[src/rtl/uart_reply_tx.sv]
// Reply serializer: paces a captured payload plus CR/NL into the UART transmit handshake.
// Optional build macro UART_REPLY_HEX_EN sends each payload byte as two uppercase ASCII hex characters.
module uart_reply_tx #(
  parameter int MAX_BYTES     = 16,
  parameter int LEN_W         = 5,
  parameter int START_TIMEOUT = 64
) (
  input  logic                   sys_clk,
  input  logic                   rst_n,
  input  logic                   req,
  input  logic [8*MAX_BYTES-1:0] req_data,
  input  logic [LEN_W-1:0]       req_len,
  output logic                   busy,
  output logic                   done,
  output logic                   err,
  output logic                   transmit,
  output logic [7:0]             tx_byte,
  input  logic                   is_transmitting
);

  localparam int CNT_W = $clog2(START_TIMEOUT + 1);
  localparam logic [LEN_W:0]   MAX_LEN  = (LEN_W + 1)'(MAX_BYTES);
  localparam logic [LEN_W:0]   IDX_ONE  = (LEN_W + 1)'(1);
  localparam logic [CNT_W-1:0] CNT_LAST = CNT_W'(START_TIMEOUT - 1);
  localparam logic [7:0]       CHAR_CR  = 8'h0d;
  localparam logic [7:0]       CHAR_NL  = 8'h0a;

  typedef enum logic [2:0] {
    S_IDLE      = 3'd0,
    S_LOAD      = 3'd1,
    S_STROBE    = 3'd2,
    S_WAIT_RISE = 3'd3,
    S_WAIT_FALL = 3'd4,
    S_DONE      = 3'd5
  } state_t;

  function automatic logic [7:0] pick_byte(input logic [8*MAX_BYTES-1:0] data,
                                           input logic [LEN_W:0] idx);
    logic [7:0] b;
    b = 8'h00;
    for (int k = 0; k < MAX_BYTES; k++) begin
      if (idx == (LEN_W + 1)'(k)) b = data[8*k +: 8];
      else                        b = b;
    end
    return b;
  endfunction

`ifdef UART_REPLY_HEX_EN
  function automatic logic [7:0] hex_char(input logic [3:0] nib);
    if (nib < 4'd10) return 8'h30 + {4'h0, nib};
    else             return 8'h37 + {4'h0, nib};
  endfunction
`endif

  state_t                 state_r, state_next_s;
  logic [8*MAX_BYTES-1:0] data_r, data_next_s;
  logic [LEN_W:0]         len_r, len_next_s, idx_r, idx_next_s;
  logic [CNT_W-1:0]       cnt_r, cnt_next_s;
  logic                   err_flag_r, err_flag_next_s;
  logic                   busy_r, busy_next_s, done_r, done_next_s, err_r, err_next_s;
  logic                   transmit_r, transmit_next_s;
  logic [7:0]             tx_byte_r, tx_byte_next_s;
  logic [7:0]             payload_byte_s, payload_char_s;
  logic                   char_done_s;
`ifdef UART_REPLY_HEX_EN
  logic                   sub_r, sub_next_s;
`endif

  // Next-state and datapath next values for the whole frame sequencer.
  always_comb begin
    state_next_s    = state_r;
    data_next_s     = data_r;
    len_next_s      = len_r;
    idx_next_s      = idx_r;
    cnt_next_s      = cnt_r;
    err_flag_next_s = err_flag_r;
    busy_next_s     = busy_r;
    done_next_s     = 1'b0;
    err_next_s      = 1'b0;
    transmit_next_s = 1'b0;
    tx_byte_next_s  = tx_byte_r;
    char_done_s     = 1'b0;
    payload_byte_s  = pick_byte(data_r, idx_r);
`ifdef UART_REPLY_HEX_EN
    sub_next_s      = sub_r;
    payload_char_s  = hex_char(sub_r ? payload_byte_s[3:0] : payload_byte_s[7:4]);
`else
    payload_char_s  = payload_byte_s;
`endif

    case (state_r)
      S_IDLE: begin
        if (req) begin
          data_next_s     = req_data;
          len_next_s      = ({1'b0, req_len} > MAX_LEN) ? MAX_LEN : {1'b0, req_len};
          idx_next_s      = {(LEN_W + 1){1'b0}};
          cnt_next_s      = {CNT_W{1'b0}};
          err_flag_next_s = 1'b0;
          busy_next_s     = 1'b1;
          state_next_s    = S_LOAD;
`ifdef UART_REPLY_HEX_EN
          sub_next_s      = 1'b0;
`endif
        end else begin
          state_next_s = S_IDLE;
        end
      end
      // Payload characters first, then CR, then NL; idx runs past len to walk the terminator.
      S_LOAD: begin
        if (idx_r < len_r) begin
          tx_byte_next_s  = payload_char_s;
          transmit_next_s = 1'b1;
          state_next_s    = S_STROBE;
        end else if (idx_r == len_r) begin
          tx_byte_next_s  = CHAR_CR;
          transmit_next_s = 1'b1;
          state_next_s    = S_STROBE;
        end else if (idx_r == len_r + IDX_ONE) begin
          tx_byte_next_s  = CHAR_NL;
          transmit_next_s = 1'b1;
          state_next_s    = S_STROBE;
        end else begin
          done_next_s     = 1'b1;
          err_next_s      = err_flag_r;
          err_flag_next_s = 1'b0;
          state_next_s    = S_DONE;
        end
      end
      S_STROBE: begin
        cnt_next_s   = {CNT_W{1'b0}};
        state_next_s = S_WAIT_RISE;
      end
      S_WAIT_RISE: begin
        if (is_transmitting) begin
          state_next_s = S_WAIT_FALL;
        end else if (cnt_r == CNT_LAST) begin
          err_flag_next_s = 1'b1;
          char_done_s     = 1'b1;
          state_next_s    = S_LOAD;
        end else begin
          cnt_next_s = cnt_r + CNT_W'(1);
        end
      end
      S_WAIT_FALL: begin
        if (!is_transmitting) begin
          char_done_s  = 1'b1;
          state_next_s = S_LOAD;
        end else begin
          state_next_s = S_WAIT_FALL;
        end
      end
      S_DONE: begin
        busy_next_s  = 1'b0;
        state_next_s = S_IDLE;
      end
      default: begin
        busy_next_s  = 1'b0;
        state_next_s = S_IDLE;
      end
    endcase

    if (char_done_s) begin
`ifdef UART_REPLY_HEX_EN
      if ((idx_r < len_r) && !sub_r) begin
        sub_next_s = 1'b1;
      end else begin
        sub_next_s = 1'b0;
        idx_next_s = idx_r + IDX_ONE;
      end
`else
      idx_next_s = idx_r + IDX_ONE;
`endif
    end else begin
      idx_next_s = idx_next_s;
    end
  end

  // FSM state register.
  always_ff @(posedge sys_clk or negedge rst_n) begin
    if (!rst_n) state_r <= S_IDLE;
    else        state_r <= state_next_s;
  end

  // Datapath and registered outputs.
  always_ff @(posedge sys_clk or negedge rst_n) begin
    if (!rst_n) begin
      data_r     <= {(8 * MAX_BYTES){1'b0}};
      len_r      <= {(LEN_W + 1){1'b0}};
      idx_r      <= {(LEN_W + 1){1'b0}};
      cnt_r      <= {CNT_W{1'b0}};
      err_flag_r <= 1'b0;
      busy_r     <= 1'b0;
      done_r     <= 1'b0;
      err_r      <= 1'b0;
      transmit_r <= 1'b0;
      tx_byte_r  <= 8'h00;
`ifdef UART_REPLY_HEX_EN
      sub_r      <= 1'b0;
`endif
    end else begin
      data_r     <= data_next_s;
      len_r      <= len_next_s;
      idx_r      <= idx_next_s;
      cnt_r      <= cnt_next_s;
      err_flag_r <= err_flag_next_s;
      busy_r     <= busy_next_s;
      done_r     <= done_next_s;
      err_r      <= err_next_s;
      transmit_r <= transmit_next_s;
      tx_byte_r  <= tx_byte_next_s;
`ifdef UART_REPLY_HEX_EN
      sub_r      <= sub_next_s;
`endif
    end
  end

  assign busy     = busy_r;
  assign done     = done_r;
  assign err      = err_r;
  assign transmit = transmit_r;
  assign tx_byte  = tx_byte_r;

endmodule

[config.mk]
export PLATFORM = sky130hd
export DESIGN_NAME = uart_reply_tx
export DESIGN_NICKNAME = d
export VERILOG_FILES = /design/src/rtl/uart_reply_tx.sv
export SDC_FILE = /design/constraint.sdc
export NUM_CORES = 1
export LEC_CHECK = 0
export ABC_AREA = 1
export CAP_MARGIN = 5
export CORE_MARGIN = 2
export CORE_UTILIZATION = 45
export CTS_CLUSTER_SIZE = 14
export DETAILED_ROUTE_END_ITERATION = 12
export PLACE_DENSITY_LB_ADDON = 0.08
export SLEW_MARGIN = 40
export SYNTH_ARGS = -nofsm -noshare
export SYNTH_HDL_FRONTEND = slang
export SYNTH_SLANG_ARGS = --single-unit
[constraint.sdc]
create_clock -name sys_clk -period 1.95 [get_ports sys_clk]
set_input_delay 0.39 -clock sys_clk [delete_from_list [all_inputs] [get_ports sys_clk]]
set_output_delay 0.39 -clock sys_clk [all_outputs]
set_load 0.02 [all_outputs]
==> flow_summary.json <==
{
  "yosys-top-cells-area": "dfrtp_1 (50%), nand2_1 (24%), nand3_1 (3.5%)",
  "ys_warn_count": 0,
  "path_class": "register to register",
  "clk_pin_slew_worst_paths_ns": 0.07,
  "io_buffers": 148,
  "reg2regPathDepth": 20,
  "syn2layout_area_growth_pct": 42.92,
  "p_switching_mw": 6.340,
  "min_period_over_period_pct": 124.6,
  "switching_share_pct": 39.47,
  "skew_ns": 0.007507,
  "cts_buffer_depth": 2,
  "dieWidth_microns": 137.6,
  "cts-root-buf": "clkbuf_16",
  "worst_slack_ns": -0.4798,
  "pre_cts_ws_ns": -0.4010,
  "synth_cell_types": 47,
  "clock_latency_ns": 0.44,
  "slew_headroom_pct": 66.97,
  "hold_viol_final": 0,
  "first_pass_iters": 5,
  "grt-ovfl-total": 0,
  "synth_area_sq_um": 8028,
  "gp_congestion": 0.8724,
  "cts_htree_levels": 4,
  "synth_fa_ha_area_share_pct": 1.714,
  "hold_class": "input pin to async pin",
  "pwr-share-seq_pct": 36.6,
  "setup_viol": 15,
  "ys_seq_elements": 162,
  "powerDensity_nw_per_um2": 1400,
  "synthDominantCellAreaShare_pct": 50.50,
  "fin_area_sq_um": 11470,
  "synthCells": 1054,
  "grt_pass1_wl_microns": 35180,
  "insertedDiodeCount": 0,
  "row_count": 48,
  "layout_common_cells": "nand2_1 (500), dfrtp_1 (160), clkdlybuf4s50_1 (147), buf_4 (83), nor2_1 (53)",
  "crit_path_end_kind": "register",
  "min_period_ns": 2.430,
  "drv_cap": 0,
  "layout_commonest_cell": "nand2_1",
  "tightest_slew_ns": 0.4936,
  "grt_pass1_vias": 7232,
  "final_antenna_net_count": 0,
  "report.final.slew_viol_count": 0,
  "core_area_sq_um": 17360,
  "yosysSeqAreaShare_pct": 50.50,
  "drive_gt1_share_pct": 17.83,
  "intPower_mw": 9.722,
  "drtIter0Drc": 543,
  "worst_ir_drop_vdd_mv": 1.061,
  "failed_checks": "negative setup slack",
  "p_total_mw": 16.06,
  "cp_data_arrival_time_ns": 2.81,
  "hpwlAfterDp_microns": 15490,
  "wl_per_cell_microns": 14.46,
  "drc": 0,
  "required_ns": 2.33,
  "synth_top_family_by_area": "simple AND/OR/NAND/NOR gates",
  "syn-num-nets": 1202,
  "initial_core_util_pct": 46.25,
  "fmax_mhz": 411.6,
  "antenna_found_initial": 0,
  "hold_slack_ns": 0.4322,
  "rsz0062_at_grt": "true",
  "p_leak_nw": 5.699,
  "cp-start-kind": "register",
  "comb_power_share_pct": 42.6,
  "dieArea_sq_um": 18920,
  "dpl-instance-area_sq_um": 10380,
  "synth-simple-area-share_pct": 34.93,
  "synth_area_leader_cell": "dfrtp_1",
  "outcome": "finished with violations",
  "fin_nets": 1437,
  "worstPathMaxFanout": 8,
  "pwr-share-clk_pct": 20.8,
  "wirelength_microns": 22070,
  "avgSynthCellArea_sq_um": 7.616,
  "synth_mux_area_share_pct": 0,
  "cts_sinks": 162,
  "cts_buffers": 17,
  "r2r-end": "tx_byte[6]",
  "synth-compound-area-share_pct": 6.764,
  "vias": 7476,
  "gr-usage-all-layers_pct": 24.16,
  "ios": 149,
  "cts_tree": "yes",
  "grt_max_degree": 43,
  "synth_xor_area_share_pct": 0.9819,
  "rr_startpoint": "idx_r[0]",
  "vias_per_cell": 4.899,
  "fp.dieH_microns": 137.6,
  "r2r_setup_slack_ns": -0.48,
  "tns_ns": -4.244
}
synthesized netlist by cell type, drive strengths merged:
cell type and instances:
ha 11, a22o 1, nor2 70, nand3b 1
buf 10, clkinv 2, a21boi 1, a211oi 1
o211ai 6, o21ai 39, a2111oi 1, or2 13
o22ai 2, nor3 6, nor4 1, o21bai 1
o41ai 2, a21oi 36, a31oi 1, dfrtp 162
xor2 5, a21o 2, nand2 518, nand3 59
o32ai 1, clkbuf 26, inv 64, a2bb2oi 1
nand4 7, xnor2 4
power by group through the flow:
stage / clock, mW / combinational (mW) / sequential [mW]
floorplan: 0 / 3.81 / 5.60
global placement: 0 / 5.84 / 5.88
detailed placement: 0 / 5.97 / 5.86
CTS: 3.39 / 6.40 / 5.85
global route: 3.53 / 7.70 / 6.01
finish: 3.35 / 6.84 / 5.87
logic make-up (layout without fill, tap and decap cells):
| family | after synthesis | count (layout) |
|---|---|---|
| AND/OR/NAND/NOR | 675 | 676 |
| AO/OA/AOI/OAI | 95 | 95 |
| adder cells (fa/ha/maj) | 11 | 11 |
| buffers and inverters | 102 | 348 |
| flip-flops | 162 | 162 |
| XOR/XNOR | 9 | 9 |
final cells by class:
class                   instances  area (sq um)
flip-flops and latches        162          4056
multi-input cells             791          3885
clock inverters                14         153.9
repair buffers                251          2409
fillers                      1457          5883
inverters                      66         262.8
well taps                     225         281.5
clock buffers                  17         425.4
per-layer routing:
layer	vias to the layer above	share of wire (%)	GRT usage, %
li1	3788	-	-
met4	0	1.6	7.102
met3	27	4.8	4.378
met2	191	47	37.95
met1	3470	47	34.31
met5	-	0	0
repair_timing:
item | in CTS | in global routing
cloned | 0 | 1
gates resized for setup | 29 | 51
pin swaps | 11 | 19
buffers inserted | 13 | 15
hold buffers | 1 | 0
endpoints found under the setup margin | 13 | 24
hold endpoints to repair | 32 | 0
worst max path at each step:
stage | startpoint | to | slack (ns)
after detailed placement | idx_r[0] | tx_byte[0] | -0.40
after global routing | idx_r[0] | tx_byte[0] | -0.63
after global placement | idx_r[0] | tx_byte[0] | -0.38
after CTS | idx_r[5] | tx_byte[7] | -0.36
after floorplan | idx_r[1] | tx_byte[1] | -0.06
final | idx_r[0] | tx_byte[6] | -0.48
per-stage QoR:
stage / utilization [%] / instances
final: 66.10 / 1526
after global routing: 66.10 / 1526
after CTS: 64.45 / 1515
after detailed placement: 59.78 / 1470
after global placement: 59.78 / 1470
after floorplan: - / 1054
registers in the layout, summed over array words and instances, names as in the netlist:
name / cells
cnt_r: 7
busy: 1
err_flag_r: 1
done: 1
err: 1
transmit: 1
idx_r: 6
len_r: 5
data_r: 128
state_r: 3
tx_byte: 8
worst max-delay path: stages (launching register included):
cell and delay, ns:
dfrtp_1 0.41, inv_2 0.14, ha_4 0.16, nand2_4 0.07, nor2_4 0.20, buf_4 0.15
nand3_2 0.08, nand3_1 0.10, o211ai_2 0.07, nand2_1 0.10, a21oi_2 0.05, o21ai_1 0.14
nand2_1 0.06, nand3_1 0.07, nand2_1 0.07, a21o_1 0.18, nand3_1 0.07, nand2_1 0.07
nand2_1 0.07, nand2_1 0.05, nand2_1 0.05
No activity file was read; power rests on OpenSTA's default activity.
